[config.mk]
export PLATFORM = sky130hd
export DESIGN_NAME = jtopl_slot_seq
export DESIGN_NICKNAME = d
export VERILOG_FILES = /design/src/rtl/jtopl_pkg.sv /design/src/rtl/jtopl_slot_dec.sv /design/src/rtl/jtopl_slot_seq.sv
export SDC_FILE = /design/constraint.sdc
export NUM_CORES = 1
export LEC_CHECK = 0
export CAP_MARGIN = 30
export CORE_ASPECT_RATIO = 1.2
export CORE_MARGIN = 2
export CORE_UTILIZATION = 25
export CTS_CLUSTER_DIAMETER = 30
export DETAILED_ROUTE_END_ITERATION = 8
export REMOVE_ABC_BUFFERS = 1
export SLEW_MARGIN = 20
export SYNTH_ARGS = -nofsm -noshare
export SYNTH_HDL_FRONTEND = slang
export SYNTH_SLANG_ARGS = --single-unit
[constraint.sdc]
create_clock -name clk -period 4.7 [get_ports clk]
set_clock_uncertainty 0.05 [all_clocks]
set_input_delay 0.705 -clock clk [delete_from_list [all_inputs] [get_ports clk]]
set_output_delay 0.705 -clock clk [all_outputs]
set_load 0.005 [all_outputs]
[src/rtl/jtopl_pkg.sv]
// Shared counts and index-width helper for the FM operator-slot pipeline.
// Combinational constants only; no latency, no flow control.
package jtopl_pkg;

  localparam int DEF_GROUPS     = 3;
  localparam int DEF_CH_PER_GRP = 3;
  localparam int DEF_OPS        = 2;

  // Index width for a range of n values, never narrower than one bit.
  function automatic int clog2_min1(input int n);
    return (n <= 2) ? 1 : $clog2(n);
  endfunction

  localparam int DEF_SUBS  = DEF_OPS * DEF_CH_PER_GRP;
  localparam int DEF_SLOTS = DEF_GROUPS * DEF_SUBS;
  localparam int DEF_CHANS = DEF_GROUPS * DEF_CH_PER_GRP;

endpackage

[src/rtl/jtopl_slot_dec.sv]
// Maps (group, subslot) to operator, global channel and binary slot index.
// Purely combinational; no latency, no backpressure.
module jtopl_slot_dec
  import jtopl_pkg::*;
#(
  parameter int GROUPS     = DEF_GROUPS,
  parameter int CH_PER_GRP = DEF_CH_PER_GRP,
  parameter int OPS        = DEF_OPS,
  localparam int SUBS  = OPS * CH_PER_GRP,
  localparam int SLOTS = GROUPS * SUBS,
  localparam int CHANS = GROUPS * CH_PER_GRP,
  localparam int GW    = clog2_min1(GROUPS),
  localparam int SW    = clog2_min1(SUBS),
  localparam int OW    = clog2_min1(OPS),
  localparam int CW    = clog2_min1(CHANS),
  localparam int IW    = clog2_min1(SLOTS)
) (
  input  logic [GW-1:0] group,
  input  logic [SW-1:0] subslot,
  output logic [OW-1:0] op,
  output logic [CW-1:0] ch,
  output logic [IW-1:0] slot_idx
);

  logic [31:0] g32;
  logic [31:0] s32;

  assign g32 = 32'(group);
  assign s32 = 32'(subslot);

  // Channels of one operator are contiguous inside a group.
  assign op       = OW'(s32 / 32'(CH_PER_GRP));
  assign ch       = CW'(g32 * 32'(CH_PER_GRP) + s32 % 32'(CH_PER_GRP));
  assign slot_idx = IW'(g32 * 32'(SUBS) + s32);

endmodule

[src/rtl/jtopl_slot_seq.sv]
// Operator-slot sequencer: group/subslot counters, one-hot ring, frame counter.
// One clk from a cen to new outputs; cen=0 freezes all state, sync restarts at slot 0.
module jtopl_slot_seq
  import jtopl_pkg::*;
#(
  parameter int GROUPS     = DEF_GROUPS,
  parameter int CH_PER_GRP = DEF_CH_PER_GRP,
  parameter int OPS        = DEF_OPS,
  parameter int FRMW       = 8,
  localparam int SUBS  = OPS * CH_PER_GRP,
  localparam int SLOTS = GROUPS * SUBS,
  localparam int CHANS = GROUPS * CH_PER_GRP,
  localparam int GW    = clog2_min1(GROUPS),
  localparam int SW    = clog2_min1(SUBS),
  localparam int OW    = clog2_min1(OPS),
  localparam int CW    = clog2_min1(CHANS),
  localparam int IW    = clog2_min1(SLOTS)
) (
  input  logic             clk,
  input  logic             rst_n,
  input  logic             cen,
  input  logic             sync,
  output logic             zero,
  output logic             last,
  output logic [GW-1:0]    group,
  output logic [GW-1:0]    next_group,
  output logic [SW-1:0]    subslot,
  output logic [OW-1:0]    op,
  output logic [CW-1:0]    ch,
  output logic [IW-1:0]    slot_idx,
  output logic [SLOTS-1:0] slot,
  output logic [FRMW-1:0]  frame
);

  if (OPS != 2 && OPS != 4) begin : g_bad_ops
    $error("jtopl_slot_seq: OPS must be 2 or 4");
  end
  if (GROUPS < 1 || CH_PER_GRP < 1 || FRMW < 1) begin : g_bad_count
    $error("jtopl_slot_seq: GROUPS, CH_PER_GRP and FRMW must be at least 1");
  end

  logic          sub_end;
  logic          frm_end;
  logic          restart;
  logic [SW-1:0] nxt_sub;
  logic [OW-1:0] nxt_op;
  logic [CW-1:0] nxt_ch;
  logic [IW-1:0] nxt_idx;

  assign sub_end = (subslot == SW'(SUBS - 1));
  assign frm_end = sub_end && (group == GW'(GROUPS - 1));
  assign restart = sync || frm_end;

  always_comb begin
    nxt_sub    = subslot + SW'(1);
    next_group = group;
    if (restart) begin
      nxt_sub    = '0;
      next_group = '0;
    end else if (sub_end) begin
      nxt_sub    = '0;
      next_group = group + GW'(1);
    end
  end

  // Decoding the next state lets every output update on the same edge.
  jtopl_slot_dec #(
    .GROUPS     (GROUPS),
    .CH_PER_GRP (CH_PER_GRP),
    .OPS        (OPS)
  ) u_dec (
    .group    (next_group),
    .subslot  (nxt_sub),
    .op       (nxt_op),
    .ch       (nxt_ch),
    .slot_idx (nxt_idx)
  );

  always_ff @(posedge clk or negedge rst_n) begin
    if (!rst_n) begin
      group    <= '0;
      subslot  <= '0;
      op       <= '0;
      ch       <= '0;
      slot_idx <= '0;
      slot     <= SLOTS'(1);
      frame    <= '0;
    end else if (cen) begin
      group    <= next_group;
      subslot  <= nxt_sub;
      op       <= nxt_op;
      ch       <= nxt_ch;
      slot_idx <= nxt_idx;
      slot     <= restart ? SLOTS'(1) : {slot[SLOTS-2:0], slot[SLOTS-1]};
      // A restart requested on the last slot swallows the frame increment.
      if (frm_end && !sync) begin
        frame <= frame + FRMW'(1);
      end
    end
  end

  assign zero = (slot_idx == '0);
  assign last = (slot_idx == IW'(SLOTS - 1));

endmodule

==> impl_metrics.yaml <==
clocking:
  worst_skew_pair.late_latency_ns: 0.29
  cts-htree-levels: 2
  ctsHoldBuffers: 0
  clock_sinks: 40
  cts_repair_resize_count: 0
  tritoncts.num_buffers: 5
  ctsLongestPathBuffers: 2
  post_cts.repair.setup_buffers: 0
  cts_root_buf: "clkbuf_8"
  clk_transition_reported_paths_ns: 0.09
  tritoncts: "yes"
run:
  timing.max_cap.violations: 0
final_layout:
  fin_nets: 240
  fin_cells: 316
  antenna_cells: 0
  layout-area-overhead-vs-synth_pct: 34.3
  post_route_cells_drive_above_1_share: 0.0982
detailed_routing:
  detailroute.via_count: 1489
  remaining_drc_errors: 0
  via_per_inst: 4.71
  drt.antenna.violating_nets: 0
  drt-total-wl_mm: 4.41
  drt_iter0_markers: 43
  detail_route.wl_per_cell_um: 14.0
  detailedRoute.firstPassIterationCount: 4
grt:
  grt_pass1_wl_mm: 7.13
  maximum_number_of_pins_on_one_net_before_global_route_repair: 41
  grt_pass1_vias: 1465
  global_route.usage.total: 0.105
  overflow: 0
  grt_antenna_before_repair: 0
setup_path:
  end_kind: "flop"
  crit_required_ns: 4.89
  crit_chain: "inv_1 > ha_1 > or3_1 > a21oi_1 > inv_1 > fa_1 > inv_1 > ha_1 > fa_1 > xnor2_1 > or4_1 > nand3_1"
  critical_path.startpoint_type: "flop"
  timing.setup.critical_path_class: "flop to flop"
  worst_ep_arrival_time_ns: 3.88
  crit_path_frequent_cell: "inv_1"
  cp_slowest_cell: "fa_1"
  worstPathMaxFanout: 7
  slowest_delay_ns: 0.52
timing:
  slew-limit-headroom: 0.500
  final-hold-violation-count: 0
  final-setup-viol-count: 0
  final_period_minus_worst_setup_slack_ns: 3.69
  layout_worst_path_cycle_share: 0.786
  setup_tns_final_ns: 0
  rsz0062_at_grt: "false"
  layout_setup_ws_ns: 1.01
  max_freq_mhz: 271
  worst_slew_pin_slew_ns: 0.749
  slew_viol_final: 0
yosys:
  ys_async_sr_fraction: 1.00
  synth-edff-count: 0
  synth.yosys.warnings: 0
  yosys.cell_count.top_type: "dfrtp_1"
  post_synth_inst_count: 175
  synth_seq_cells: 40
  ys_dominant_reg_cell: "dfrtp_1"
  synth.cell_area_um2: 2000
  register_area_share_after_synthesis: 0.501
  synth_largest_type_area_fraction: 0.488
  synth_top_cells_by_count: "39 x dfrtp_1, 18 x a22o_1, 11 x inv_1"
  avgSynthCellArea_um2: 11.4
  largest_area_contributor_in_the_netlist: "dfrtp_1"
  yosys.cell_types.count: 37
  yosys-top-cells-area: "dfrtp_1 49%, a22o_1 7.9%, ha_1 6.3%"
power_and_ir_drop:
  static-leakage-power_nw: 1.18
  pwr_density_cell_nw_per_um2: 322
  irDropWorstVdd_mv: 0.150
floorplan:
  core_region_area_um2: 7710
  die_y_um: 102
  ios: 49
  placementRows: 35
  design.die.area_um2: 8740
  initial_utilization: 0.260
  die-width_um: 85.7
placed_design:
  hpwlAfterDp_mm: 3.02
  place_inst: 307
  portBuffers: 48
  routabilityCongestion: 0.798
  pre_cts_ws_ns: 0.692
outcome:
  outcome: "complete, no violations"
worst_hold_path:
  hold_class: "input pin to async pin"
[critical path, delay by kind of cell (launching register included)]
| family | cells | cell delay, ns |
|---|---|---|
| AOI/OAI and AO/OA | 1 | 0.44 |
| xor gates and xnor gates | 1 | 0.18 |
| adders and majority gates | 4 | 1.39 |
| buffers and inverters | 3 | 0.25 |
| DFF | 1 | 0.47 |
| and+or+nand+nor | 3 | 0.86 |
[power breakdown]
part           internal [mW]  switching [mW]  leakage, nW  total [mW]
combinational          0.105          0.0782        0.592       0.183
sequential             0.372          0.0280        0.539       0.400
clock                  0.157           0.126       0.0541       0.283
[routing by layer]
layer,global-route usage,up-vias,wire length [um]
li1,-,715,-
met1,0.142,724,2140
met2,0.161,45,2020
met3,0.0323,5,207
met4,0.0330,0,47
met5,0,-,0
[path summary, 6_finish.rpt]
kind / start / endpoint / slack [ns] / cells after the start
worst max-delay path: group[0] / ch[3] / 1.01 / 12
worst min-delay path: rst_n / group[0] / 0.26 / 1
worst max register to register: group[0] / ch[3] / 1.01 / 12
worst min register to register: frame[7] / frame[7] / 0.43 / 1
max in group asynchronous: rst_n / slot_idx[3] / 3.87 / 2
min in group clk: frame[7] / frame[7] / 0.43 / 1
[per-stage QoR]
stage               instance area [um^2]  hold WS [ns]  utilization  power [mW]
floorplan                           1950         0.359            -       0.487
global placement                    2560         0.417        0.332       0.590
detailed placement                  2560         0.424        0.332       0.591
CTS                                 2670         0.435        0.346       0.883
global route                        2690         0.262        0.349       0.924
finish                              2690         0.258        0.349       0.867
[state kept, by name, summed over array words and instances, names as in the netlist]
signal,count
slot,18
frame,8
ch,4
slot_idx,4
subslot,3
group,2
op,1
[cell type report]
| type | instances | area (um^2) |
|---|---|---|
| fillers | 804 | 5020 |
| flip-flops and latches | 40 | 1000 |
| multi-input cells | 114 | 907 |
| repair buffers | 51 | 510 |
| well taps | 92 | 115 |
| clock buffers | 5 | 68.8 |
| clock inverters | 3 | 42.5 |
| inverters | 11 | 41.3 |
[layout by cell type, fill, tap and decap left out, drive strengths merged, types with 2 or more instances in the layout]
cell type / count
a21oi: 9
a22o: 18
buf: 4
clkbuf: 5
clkdlybuf4s50: 47
dfrtp: 39
fa: 3
ha: 10
inv: 11
mux2: 7
mux2i: 2
nand2: 7
nand2b: 2
nand3: 4
nand3b: 5
nand4: 4
nand4b: 2
nor2: 9
nor2b: 2
nor3: 4
o21ai: 2
or3: 3
xnor2: 10
xor2: 2
[cells by family (layout without fill, tap and decap cells)]
logic type / count (synthesis) / after routing / synth area share
and+or+nand+nor: 46 / 46 / 0.127
DFF: 40 / 40 / 0.501
AOI/OAI and AO/OA: 34 / 34 / 0.132
buffers and inverters: 21 / 70 / 0.0456
adders and majority gates: 13 / 13 / 0.0926
xor gates and xnor gates: 12 / 12 / 0.0525
muxes: 9 / 9 / 0.0494
Note: power is estimated with default switching activity, not from simulation.
